==> config.mk <==
export PLATFORM = sky130hd
export DESIGN_NAME = prog_loader
export DESIGN_NICKNAME = d
export VERILOG_FILES = /design/src/rtl/prog_loader.sv
export SDC_FILE = /design/constraint.sdc
export NUM_CORES = 1
export LEC_CHECK = 0
export BUFFER_PORTS_ARGS = -buffer_cell sky130_fd_sc_hd__buf_2
export CAP_MARGIN = 20
export CORE_AREA = 2 2 163 196
export CTS_BUF_LIST = sky130_fd_sc_hd__clkbuf_8 sky130_fd_sc_hd__clkbuf_16
export CTS_CLUSTER_DIAMETER = 120
export DETAILED_ROUTE_END_ITERATION = 6
export DIE_AREA = 0 0 165 198
export GPL_ROUTABILITY_DRIVEN = 0
export GPL_TIMING_DRIVEN = 0
export SLEW_MARGIN = 25
export SYNTH_ARGS = -nofsm -noshare
export SYNTH_HDL_FRONTEND = slang
export SYNTH_SLANG_ARGS = --single-unit
==> constraint.sdc <==
create_clock -name clock -period 3 [get_ports clock]
set_input_delay 0.6 -clock clock [delete_from_list [all_inputs] [get_ports clock]]
set_output_delay 0.6 -clock clock [all_outputs]
set_load 0.05 [all_outputs]
==> src/rtl/prog_loader.sv <==
// rtl/prog_loader.sv - TD4 16x8 program memory with UART frame loader; PROG_LOADER_DEFAULT_PROG_EN selects the demo reset image
module prog_loader #(
  parameter int CLK_HZ       = 50_000_000,
  parameter int BAUD         = 115_200,
  parameter int TIMEOUT_BITS = 32
) (
  input  logic       clock,
  input  logic       reset,
  input  logic       uart_rx,
  input  logic [3:0] address,
  output logic [7:0] data,
  output logic       cpu_reset,
  output logic       loading,
  output logic       load_error
);

  localparam int CPB    = CLK_HZ / BAUD;
  localparam int CNT_W  = $clog2(CPB);
  localparam int TO_CYC = TIMEOUT_BITS * CPB;
  localparam int TO_W   = $clog2(TO_CYC + 1);

  localparam logic [CNT_W-1:0] BIT_LAST  = CNT_W'(CPB - 1);
  localparam logic [CNT_W-1:0] HALF_LAST = CNT_W'(CPB / 2 - 1);
  localparam logic [TO_W-1:0]  TO_LAST   = TO_W'(TO_CYC - 1);

  typedef enum logic [2:0] {RX_IDLE, RX_START, RX_DATA, RX_STOP, RX_BREAK} rx_state_e;
  typedef enum logic [1:0] {LD_IDLE, LD_LOAD, LD_CHECK, LD_COMMIT} ld_state_e;

  // UART receiver state
  logic             rx_s1_q, rx_s2_q, rx_s3_q;
  rx_state_e        rx_state_q, rx_state_d;
  logic [CNT_W-1:0] rx_cnt_q, rx_cnt_d;
  logic [2:0]       rx_bit_q, rx_bit_d;
  logic [7:0]       rx_shift_q, rx_shift_d;
  logic             rx_valid_q, rx_valid_d;
  logic             rx_ferr_q, rx_ferr_d;

  // Loader state
  ld_state_e        ld_state_q, ld_state_d;
  logic [3:0]       idx_q, idx_d;
  logic [7:0]       sum_q, sum_d;
  logic [TO_W-1:0]  to_cnt_q, to_cnt_d;
  logic             load_error_q, load_error_d;
  logic             cpu_reset_q, loading_q;
  logic             shadow_we, commit;
  logic [7:0]       shadow_q [16];
  logic [7:0]       active_q [16];

  // Two-flop synchronizer plus a third flop so a falling edge can be seen
  always_ff @(posedge clock or negedge reset) begin
    if (!reset) begin
      rx_s1_q <= 1'b1;
      rx_s2_q <= 1'b1;
      rx_s3_q <= 1'b1;
    end else begin
      rx_s1_q <= uart_rx;
      rx_s2_q <= rx_s1_q;
      rx_s3_q <= rx_s2_q;
    end
  end

  // Receiver next state: mid-bit sampling, glitch reject on start, break wait after bad stop
  always_comb begin
    rx_state_d = rx_state_q;
    rx_cnt_d   = rx_cnt_q + 1'b1;
    rx_bit_d   = rx_bit_q;
    rx_shift_d = rx_shift_q;
    rx_valid_d = 1'b0;
    rx_ferr_d  = 1'b0;
    case (rx_state_q)
      RX_IDLE: begin
        rx_cnt_d = '0;
        if (rx_s3_q && !rx_s2_q) rx_state_d = RX_START;
      end
      RX_START: begin
        if (rx_cnt_q == HALF_LAST) begin
          rx_cnt_d   = '0;
          rx_bit_d   = '0;
          rx_state_d = rx_s2_q ? RX_IDLE : RX_DATA;
        end
      end
      RX_DATA: begin
        if (rx_cnt_q == BIT_LAST) begin
          rx_cnt_d   = '0;
          rx_shift_d = {rx_s2_q, rx_shift_q[7:1]};
          rx_bit_d   = rx_bit_q + 1'b1;
          if (rx_bit_q == 3'd7) rx_state_d = RX_STOP;
        end
      end
      RX_STOP: begin
        if (rx_cnt_q == BIT_LAST) begin
          rx_cnt_d = '0;
          if (rx_s2_q) begin
            rx_valid_d = 1'b1;
            rx_state_d = RX_IDLE;
          end else begin
            rx_ferr_d  = 1'b1;
            rx_state_d = RX_BREAK;
          end
        end
      end
      RX_BREAK: begin
        rx_cnt_d = '0;
        if (rx_s2_q) rx_state_d = RX_IDLE;
      end
      default: rx_state_d = RX_IDLE;
    endcase
  end

  // Receiver registers
  always_ff @(posedge clock or negedge reset) begin
    if (!reset) begin
      rx_state_q <= RX_IDLE;
      rx_cnt_q   <= '0;
      rx_bit_q   <= '0;
      rx_shift_q <= '0;
      rx_valid_q <= 1'b0;
      rx_ferr_q  <= 1'b0;
    end else begin
      rx_state_q <= rx_state_d;
      rx_cnt_q   <= rx_cnt_d;
      rx_bit_q   <= rx_bit_d;
      rx_shift_q <= rx_shift_d;
      rx_valid_q <= rx_valid_d;
      rx_ferr_q  <= rx_ferr_d;
    end
  end

  // Loader next state: sync, 16 image bytes, checksum, then a one-cycle commit
  always_comb begin
    ld_state_d   = ld_state_q;
    idx_d        = idx_q;
    sum_d        = sum_q;
    to_cnt_d     = to_cnt_q + 1'b1;
    load_error_d = load_error_q;
    shadow_we    = 1'b0;
    commit       = 1'b0;
    case (ld_state_q)
      LD_IDLE: begin
        to_cnt_d = '0;
        if (rx_valid_q && rx_shift_q == 8'h55) begin
          load_error_d = 1'b0;
          idx_d        = '0;
          sum_d        = '0;
          ld_state_d   = LD_LOAD;
        end
      end
      LD_LOAD: begin
        if (rx_ferr_q || to_cnt_q == TO_LAST) begin
          load_error_d = 1'b1;
          ld_state_d   = LD_IDLE;
        end else if (rx_valid_q) begin
          shadow_we = 1'b1;
          sum_d     = sum_q + rx_shift_q;
          idx_d     = idx_q + 1'b1;
          to_cnt_d  = '0;
          if (idx_q == 4'd15) ld_state_d = LD_CHECK;
        end
      end
      LD_CHECK: begin
        if (rx_ferr_q || to_cnt_q == TO_LAST) begin
          load_error_d = 1'b1;
          ld_state_d   = LD_IDLE;
        end else if (rx_valid_q) begin
          if (rx_shift_q == sum_q) begin
            ld_state_d = LD_COMMIT;
          end else begin
            load_error_d = 1'b1;
            ld_state_d   = LD_IDLE;
          end
        end
      end
      LD_COMMIT: begin
        commit     = 1'b1;
        ld_state_d = LD_IDLE;
      end
      default: ld_state_d = LD_IDLE;
    endcase
  end

  // Loader registers; CPU reset and loading flag follow the next state so they align with it
  always_ff @(posedge clock or negedge reset) begin
    if (!reset) begin
      ld_state_q   <= LD_IDLE;
      idx_q        <= '0;
      sum_q        <= '0;
      to_cnt_q     <= '0;
      load_error_q <= 1'b0;
      cpu_reset_q  <= 1'b0;
      loading_q    <= 1'b0;
    end else begin
      ld_state_q   <= ld_state_d;
      idx_q        <= idx_d;
      sum_q        <= sum_d;
      to_cnt_q     <= to_cnt_d;
      load_error_q <= load_error_d;
      cpu_reset_q  <= (ld_state_d != LD_IDLE);
      loading_q    <= (ld_state_d != LD_IDLE);
    end
  end

  // Shadow image collects the frame without disturbing the running program
  always_ff @(posedge clock or negedge reset) begin
    if (!reset) begin
      for (int i = 0; i < 16; i++) shadow_q[i] <= 8'h00;
    end else if (shadow_we) begin
      shadow_q[idx_q] <= rx_shift_q;
    end
  end

  // Active image: reset image, replaced all at once on commit
  always_ff @(posedge clock or negedge reset) begin
    if (!reset) begin
      for (int i = 0; i < 16; i++) active_q[i] <= 8'h00;
`ifdef PROG_LOADER_DEFAULT_PROG_EN
      active_q[0] <= 8'hB1;
      active_q[1] <= 8'hB2;
      active_q[2] <= 8'hB4;
      active_q[3] <= 8'hB8;
      active_q[4] <= 8'hF0;
`else
`endif
    end else if (commit) begin
      for (int i = 0; i < 16; i++) active_q[i] <= shadow_q[i];
    end
  end

  assign data       = active_q[address];
  assign cpu_reset  = cpu_reset_q;
  assign loading    = loading_q;
  assign load_error = load_error_q;

endmodule

==> results of run 1 <==
-- power breakdown --
group          leakage (nW)  switching (mW)  internal, mW  total [mW]
registers              4.37          0.0331          4.27        4.31
clock network         0.616            1.68          2.79        4.47
logic                  2.54           0.234         0.109       0.343
-- layout by cell type (no fill, tap or decap), drive strengths merged, types with 18 or more instances in the layout --
| cell | n |
|---|---|
| xnor2 | 18 |
| clkbuf | 67 |
| mux2 | 266 |
| buf | 43 |
| ha | 22 |
| inv | 20 |
| mux4 | 40 |
| nand2 | 34 |
| nor2 | 49 |
| dfrtp | 311 |
-- per-layer routing --
layer  vias up  wire, um
met1      4020     13400
li1       3443         -
met5         -         0
met3        41       772
met4         0       624
met2        77     14400
-- cell usage after synthesis, drive strengths merged, types with 4 or more instances --
cell / count
clkbuf: 27
mux2: 266
or3: 4
buf: 20
inv: 13
ha: 22
nor2: 49
and2: 4
xnor2: 18
a22o: 5
nand4b: 4
dfrtp: 311
a21oi: 6
xor2: 8
o21ai: 17
mux4: 40
nor3: 14
nor4: 5
and3: 5
nand2: 34
nand3: 12
-- cell type report --
cell class | count | area, um2
Clock inverter | 19 | 248
Fill cell | 2586 | 15300
Inverter | 13 | 48.8
Timing Repair Buffer | 23 | 280
Clock buffer | 41 | 958
Tap cell | 401 | 502
Sequential cell | 314 | 7860
Multi-Input combinational cell | 548 | 5620
Buffer | 47 | 234
-- cells by family (layout without fill, tap and decap cells) --
group	count (synthesis)	in the layout	synth area share
xor+xnor	26	26	0.0167
buf+inv	60	143	0.0175
compound gates	45	45	0.0220
fa+ha+maj	23	23	0.0216
mux	308	308	0.287
flops	314	314	0.575
simple gates	146	146	0.0604
-- registers in the layout, summed over array words and instances, names as in the netlist, 2 cells and up --
| register | count |
|---|---|
| rx_state_q | 3 |
| rx_shift_q | 8 |
| sum_q | 8 |
| shadow_q | 128 |
| idx_q | 4 |
| ld_state_q | 2 |
| rx_cnt_q | 9 |
| to_cnt_q | 14 |
| rx_bit_q | 3 |
| active_q | 128 |
-- final timing paths --
kind | end | depth (start not counted) | slack [ns] | startpoint
worst min-delay path | rx_s1_q | 1 | 0.18 | uart_rx
max in group asynchronous | shadow_q[94] | 5 | 1.14 | reset
min in group asynchronous | rx_cnt_q[0] | 2 | 0.56 | reset
worst max-delay path | data[7] | 5 | 0.05 | address[1]
worst max register to register | shadow_q[21] | 8 | 0.08 | ld_state_q[1]
worst min register to register | rx_s2_q | 0 | 0.36 | rx_s1_q
-- timing repair --
item / in CTS / in global routing
hold buffers: 1 / 0
setup buffers: 0 / 4
endpoints found under the setup margin: 34 / 93
resized for setup: 16 / 9
hold endpoints to repair: 35 / 0
pin swaps: 0 / 5
-- stage by stage --
stage / total power, mW / setup TNS (ns)
final: 9.12 / 0
after global routing: 9.46 / -2.07
after CTS: 9.25 / -0.315
after detailed placement: 4.73 / -4.05
after global placement: 4.71 / -1465.50
after floorplan: 4.56 / 0
==> flow_summary_export.csv, run 1 <==
group,metric,value,unit
status,status,"completed",
synthesis,synth.distinct_cells,56,
floorplan,die_width,165,um
drt,drt_iter0_markers,356,
global_route,antenna_found_initial,0,
synthesis,postSynthCellCount,922,
sta,slew_headroom,0.444,
floorplan,rows,71,
drt,drcViolationCount,0,
synthesis,syn-mean-instance-area,14.8,um2
finish,diodes,0,
min_path,hold_path_class,"input port to register",
setup_path,path_buf_inv,3,
placement,place_inst,1341,
setup_path,cpPeakStageDelay,0.53,ns
finish,area_delta_synth_final,15.3,%
global_route,grt_usage,0.188,
synthesis,synthTopCellsByArea,"dfrtp_1 (57%), mux2_2 (21%), mux4_2 (6.6%), ha_1 (2.0%), xnor2_1 (1.2%)",
global_route,grt_overflow,0,
placement,place_hpwl,19700,um
drt,ant_nets,0,
clock_network,clk_latency,0.52,ns
synthesis,ys_warn_count,0,
finish,design_area,15800,um2
global_route,met2_usage,0.310,
finish,final_cells,1406,
sta,timing.final.max_slew_violations,0,
setup_path,endpoint_kind,"primary output",
sta,fin_crit,2.95,ns
global_route,met1_usage,0.259,
clock_network,cts_tree,"done",
drt,vias,7581,
setup_path,critPathRequiredTime,2.40,ns
job,drv_cap,0,
synthesis,synth.top_cell.area_share,0.569,
setup_path,critPathTopFamily,"multiplexers",
drt,drt_wl_total,29200,um
clock_network,cts.path.max_buffers,3,
setup_path,path_class,"input port to primary output",
clock_network,cts_root_buf,"clkbuf_16",
sta,finalHoldViolCount,0,
synthesis,synth_area,13700,um2
clock_network,path_clk_slew,0.06,ns
synthesis,synthArstFlopShare,1.00,
drt,viasPerCell,5.39,
sta,timing.hold.ws,0.182,ns
setup_path,cp-start-kind,"input port",
floorplan,core,31000,um2
setup_path,worst_path_max_delay_cell,"mux4_2",
finish,drive_above_1_share,0.411,
drt,post_drt_wl_per_cell,20.8,um
synthesis,synth_seq_area_share,0.575,
sta,setup_viol,0,
sta,worstMarginPinSlew,0.833,ns
global_route,use_met3,0.0272,
clock_network,clock-sinks,314,
global_route,grt_max_degree,92,
global_route,grt_pass1_vias,7874,
power_and_ir_drop,vdd_drop_max,294,uV
synthesis,synthFlopType,"dfrtp_1",
floorplan,die_y,198,um
floorplan,start_util,0.441,
floorplan,ios,18,
sta,fin_crit_sh,0.984,
floorplan,die_area,32700,um2
synthesis,synth_top_area_cell,"dfrtp_1",
global_route,grt_pass1_wl,45900,um
sta,fmaxAchievable,339,MHz
power_and_ir_drop,powerDensity,579,nW/um2
synthesis,syn_nets,952,
finish,nets,1011,
setup_path,critPathMaxFanout,10,
synthesis,ys_seq_elements,314,
placement,portBuffers,14,
power_and_ir_drop,leakage,7.53,nW
sta,rsz0062_at_grt,"true",
synthesis,synth-edff-count,0,
setup_path,cp.arrival,2.35,ns
clock_network,cts_buffers,34,
placement,dp_slack,-0.452,ns
clock_network,htreeDepth,2,
placement,placed_cell_area,14400,um2
sta,finClkSkew,0.0144,ns
sta,fin_ws,0.0471,ns
finish,fin_util,0.508,
setup_path,worstPathCellList,"buf_2 -> clkbuf_2 -> mux4_2 -> mux4_2 -> buf_2",
global_route,grt-busiest-layer,"met2",
drt,dr.pass1.iters,4,
No activity file was read; power rests on OpenSTA's default activity.
==> inputs of run 2 (changes only) <==
--- a/config.mk
+++ b/config.mk
@@ -7,13 +7,14 @@
 export LEC_CHECK = 0
 export BUFFER_PORTS_ARGS = -buffer_cell sky130_fd_sc_hd__buf_2
 export CAP_MARGIN = 20
-export CORE_AREA = 2 2 163 196
+export CORE_AREA = 2 2 149 180
 export CTS_BUF_LIST = sky130_fd_sc_hd__clkbuf_8 sky130_fd_sc_hd__clkbuf_16
 export CTS_CLUSTER_DIAMETER = 120
 export DETAILED_ROUTE_END_ITERATION = 6
-export DIE_AREA = 0 0 165 198
+export DIE_AREA = 0 0 151 182
 export GPL_ROUTABILITY_DRIVEN = 0
 export GPL_TIMING_DRIVEN = 0
+export PLACE_DENSITY = 0.69
 export SLEW_MARGIN = 25
 export SYNTH_ARGS = -nofsm -noshare
 export SYNTH_HDL_FRONTEND = slang
==> constraint.sdc (replaced) <==
create_clock -name clock -period 3.2 [get_ports clock]
set_input_delay 0.64 -clock clock [delete_from_list [all_inputs] [get_ports clock]]
set_output_delay 0.64 -clock clock [all_outputs]
set_load 0.05 [all_outputs]
==> run 2 against run 1 <==
Clock power shrank 14%. Critical path depth did not move. Via count is 0.49% higher. Sequential power shrank 6.5%. Flip-flop and latch count unchanged. Register-to-register slack improved by 0.15 ns. Setup slack better by 0.057 ns. Clock skew is 0.020 ns higher. First-iteration DRC count rose by 8.1%. Critical endpoint is now data[4]. Largest power group is now sequential cells.
==> flow_summary_export.csv, run 2 (synthesis results as in run 1) <==
group,metric,value,unit
status,status,"completed",
clock_network,cts_buffers,31,
clock_network,cts.path.max_buffers,3,
floorplan,ios,18,
global_route,grt_pass1_vias,8039,
sta,fin_crit,3.10,ns
setup_path,path_class,"input port to primary output",
drt,vias,7618,
sta,slew_headroom,0.398,
setup_path,cp.arrival,2.46,ns
drt,post_drt_wl_per_cell,21.2,um
clock_network,hold_buffers,0,
clock_network,clock-sinks,314,
floorplan,core,25900,um2
sta,finClkSkew,0.0348,ns
setup_path,r2r_slack,0.23,ns
drt,viasPerCell,5.72,
sta,timing.final.max_slew_violations,0,
floorplan,rows,65,
sta,final.setup.tns,0,ns
finish,diodes,0,
setup_path,critPathRequiredTime,2.56,ns
setup_path,critPathMaxFanout,10,
sta,worstMarginPinSlew,0.899,ns
floorplan,die_width,151,um
setup_path,endpoint_kind,"primary output",
placement,dp_slack,-0.262,ns
power_and_ir_drop,p_total,8.21,mW
finish,final_cell_mix,"dfrtp_1 (311), mux2_2 (258), nor2_1 (41)",
placement,place_hpwl,18800,um
finish,nets,1003,
clock_network,cts_resized,10,
sta,fmaxAchievable,323,MHz
finish,fin_util,0.595,
placement,portBuffers,14,
drt,dr.pass1.iters,4,
setup_path,r2r-start,"ld_state_q[1]",
clock_network,htreeDepth,1,
sta,finalHoldViolCount,0,
sta,rsz0062_at_grt,"false",
setup_path,r2r_cells,8,
job,drv_cap,0,
clock_network,path_clk_slew,0.06,ns
global_route,grt_overflow,0,
sta,fin_crit_sh,0.967,
finish,final_common_cell,"dfrtp_1",
clock_network,cts_tree,"done",
clock_network,cts_setup_buffers,0,
global_route,grt_pass1_wl,45800,um
power_and_ir_drop,leakage,7.43,nW
drt,drt_iter0_markers,385,
finish,drive_above_1_share,0.409,
drt,drcViolationCount,0,
setup_path,cp-start-kind,"input port",
global_route,antenna_found_initial,0,
floorplan,die_area,27500,um2
clock_network,cts_root_buf,"clkbuf_16",
setup_path,r2r_end,"shadow_q[41]",
sta,fin_ws,0.104,ns
floorplan,start_util,0.528,
power_and_ir_drop,powerDensity,533,nW/um2
global_route,grt_max_degree,96,
global_route,grt_usage,0.218,
floorplan,die_y,182,um
sta,setup_viol,0,
drt,drt_wl_total,28200,um
drt,ant_nets,0,
min_path,hold_path_class,"input port to asynchronous set/reset pin",
finish,top_regs,"active_q (128), shadow_q (128), to_cnt_q (14)",
clock_network,clk_latency,0.57,ns
finish,area_delta_synth_final,12.7,%
sta,timing.hold.ws,0.00870,ns
power_and_ir_drop,vdd_drop_max,490,uV
[run 2: cell types whose count changed in the layout (fill, tap and decap cells not counted), sizes merged]
cell / delta
clkinvlp: +1
dlygate4sd3: -1
clkbuf: -1
bufinv: -1
buf: -5
inv: -2
[run 2: area by class of cell]
| type | count | area, um2 |
|---|---|---|
| fillers | 2069 | 10500 |
| flip-flops and latches | 314 | 7860 |
| multi-input cells | 548 | 5570 |
| clock buffers | 39 | 886 |
| well taps | 335 | 419 |
| clock inverters | 17 | 214 |
| plain buffers | 47 | 214 |
| repair buffers | 18 | 190 |
| inverters | 13 | 48.8 |
[run 2: critical path, cell delays in order]
cell      delay (ns)
clkbuf_2        0.20
buf_6           0.24
mux4_2          0.58
mux4_2          0.54
buf_2           0.24
[run 2: how the worst max path moves through the flow]
stage,start,slack (ns),cells past startpoint,endpoint
global route,ld_state_q[1],0.03,8,shadow_q[45]
finish,address[0],0.10,5,data[4]
global placement,reset,-4.40,1,shadow_q[14]
detailed placement,address[0],-0.26,5,data[4]
floorplan,address[0],0.25,4,data[0]
CTS,address[0],0.08,5,data[4]
[run 2: where the power goes]
group	internal, mW	switching [mW]
logic	0.0978	0.218
clock network	2.34	1.51
registers	4.00	0.0299
total	6.45	1.76
[run 2: through the flow]
| step | cells | area (um2) |
|---|---|---|
| after floorplan | 922 | 13700 |
| after global placement | 1271 | 14200 |
| after detailed placement | 1275 | 14300 |
| after CTS | 1331 | 15400 |
| after global routing | 1331 | 15400 |
| final | 1331 | 15400 |
[run 2: routing by layer]
metal | up-vias | wire [um] | global-route usage
li1 | 3426 | - | -
met1 | 4040 | 12600 | 0.311
met2 | 107 | 13900 | 0.362
met3 | 45 | 967 | 0.0244
met4 | 0 | 693 | 0.0553
met5 | - | 0 | 0
==> inputs of run 3 (changes only) <==
--- a/config.mk
+++ b/config.mk
@@ -7,11 +7,11 @@
 export LEC_CHECK = 0
 export BUFFER_PORTS_ARGS = -buffer_cell sky130_fd_sc_hd__buf_2
 export CAP_MARGIN = 20
-export CORE_AREA = 2 2 149 180
+export CORE_AREA = 2 2 163 165
 export CTS_BUF_LIST = sky130_fd_sc_hd__clkbuf_8 sky130_fd_sc_hd__clkbuf_16
 export CTS_CLUSTER_DIAMETER = 120
 export DETAILED_ROUTE_END_ITERATION = 6
-export DIE_AREA = 0 0 151 182
+export DIE_AREA = 0 0 165 167
 export GPL_ROUTABILITY_DRIVEN = 0
 export GPL_TIMING_DRIVEN = 0
 export PLACE_DENSITY = 0.69
==> run 3 against run 2 <==
Sequential power about the same. Worst hold slack gained 0.12 ns. Non-clock buffer count shrank 1. Highest routed layer is now met5.
==> flow_summary_export.csv, run 3 (synthesis results as in run 1) <==
group,metric,value,unit
status,status,"completed",
sta,final.setup.tns,0,ns
setup_path,cp-endpoint,"data[4]",
finish,top_regs,"active_q (128), shadow_q (128), to_cnt_q (14)",
floorplan,rows,59,
drt,viasPerCell,5.71,
clock_network,cts_root_buf,"clkbuf_16",
finish,diodes,0,
finish,nets,1005,
global_route,grt_pass1_vias,8121,
setup_path,worst_path_max_delay_cell,"mux4_2",
power_and_ir_drop,leakage,7.46,nW
job,drv_cap,0,
finish,final_cell_mix,"dfrtp_1 (311), mux2_2 (258), nor2_1 (41)",
placement,place_hpwl,18600,um
floorplan,core,25800,um2
sta,fin_ws,0.118,ns
finish,drive_above_1_share,0.409,
setup_path,r2r_slack,0.20,ns
clock_network,path_clk_slew,0.06,ns
sta,fin_crit_sh,0.963,
setup_path,startpoint,"address[0]",
floorplan,ios,18,
setup_path,timing.critical_path.mode_cell,"mux4_2",
clock_network,cts_buffers,34,
power_and_ir_drop,powerDensity,541,nW/um2
setup_path,cp-start-kind,"input port",
finish,fill_cells,1991,
clock_network,clk_latency,0.52,ns
sta,finalHoldViolCount,0,
sta,finClkSkew,0.0210,ns
global_route,grt_pass1_wl,45900,um
setup_path,endpoint_kind,"primary output",
setup_path,cp.arrival,2.44,ns
setup_path,worstPathCellList,"clkbuf_2 -> buf_6 -> mux4_2 -> mux4_2 -> buf_2",
setup_path,r2r_cells,8,
floorplan,start_util,0.530,
floorplan,die_width,165,um
global_route,antenna_found_initial,3,
setup_path,critPathRequiredTime,2.56,ns
setup_path,r2r-start,"ld_state_q[1]",
global_route,grt_max_degree,94,
drt,dr.pass1.iters,4,
drt,drt_iter0_markers,474,
clock_network,hold_buffers,0,
global_route,grt_usage,0.221,
global_route,grt_overflow,0,
sta,fin_crit,3.08,ns
power_and_ir_drop,vdd_drop_max,483,uV
clock_network,cts_tree,"done",
setup_path,path_class,"input port to primary output",
power_and_ir_drop,p_total,8.35,mW
placement,dp_slack,-0.232,ns
finish,final_common_cell,"dfrtp_1",
sta,rsz0062_at_grt,"true",
drt,post_drt_wl_per_cell,21.4,um
drt,ant_nets,0,
drt,drcViolationCount,0,
sta,setup_viol,0,
clock_network,htreeDepth,2,
sta,timing.final.max_slew_violations,0,
floorplan,die_y,167,um
sta,fmaxAchievable,324,MHz
setup_path,critPathMaxFanout,10,
clock_network,clock-sinks,314,
placement,portBuffers,14,
sta,slew_headroom,0.345,
placement,placed_cell_area,14200,um2
setup_path,r2r_end,"shadow_q[93]",
sta,worstMarginPinSlew,0.977,ns
setup_path,cpPeakStageDelay,0.60,ns
finish,fin_util,0.599,
floorplan,die_area,27600,um2
finish,design_area,15400,um2
min_path,hold_path_class,"input port to asynchronous set/reset pin",
drt,drt_wl_total,28500,um
finish,area_delta_synth_final,13.0,%
clock_network,cts.path.max_buffers,3,
drt,vias,7627,
run 3: layout make-up:
class | count | area (um2) | share of cell area
multi-input combinational | 548 | 5570 | 0.360
tap | 335 | 419 | 0.0271
clock buffer | 43 | 986 | 0.0639
sequential | 314 | 7860 | 0.509
buffer | 47 | 214 | 0.0139
clock inverter | 18 | 183 | 0.0118
timing repair buffer | 17 | 163 | 0.0105
inverter | 13 | 48.8 | 0.00316
run 3: worst max-delay path: cells and delay by family:
kind | cells | cell delay, ns
mux | 2 | 1.12
buf+inv | 3 | 0.67
run 3: per-stage QoR:
step / instances / hold slack, ns
after floorplan: 922 / 0.344
after global placement: 1271 / 0.349
after detailed placement: 1274 / 0.349
after CTS: 1335 / 0.157
after global routing: 1335 / 0.188
final: 1335 / 0.126
run 3: worst min path at each step:
stage | slack, ns | from | to | cells past startpoint
2_1_floorplan | 0.34 | reset | active_q[0] | 0
5_1_grt | 0.19 | reset | shadow_q[91] | 1
6_report | 0.13 | reset | shadow_q[91] | 1
4_1_cts | 0.16 | reset | shadow_q[91] | 1
3_3_place_gp | 0.35 | rx_s1_q | rx_s2_q | 0
3_5_place_dp | 0.35 | rx_s1_q | rx_s2_q | 0
run 3: timing repair:
action,4_1_cts,5_1_grt
cloned,0,0
gates resized for setup,10,0
setup buffers,0,0
setup endpoints to repair,8,14
run 3: report_power, final:
part,internal (mW),switching [mW]
clock network,2.43,1.59
registers,4.01,0.0316
logic,0.0940,0.212
run 3: per-layer routing:
| metal | track usage | share of wire | vias to the layer above |
|---|---|---|---|
| li1 | - | - | 3418 |
| met1 | 0.309 | 0.44 | 4024 |
| met5 | 0 | 0.00039 | - |
| met4 | 0.0771 | 0.029 | 2 |
| met2 | 0.353 | 0.48 | 131 |
| met3 | 0.0341 | 0.043 | 52 |
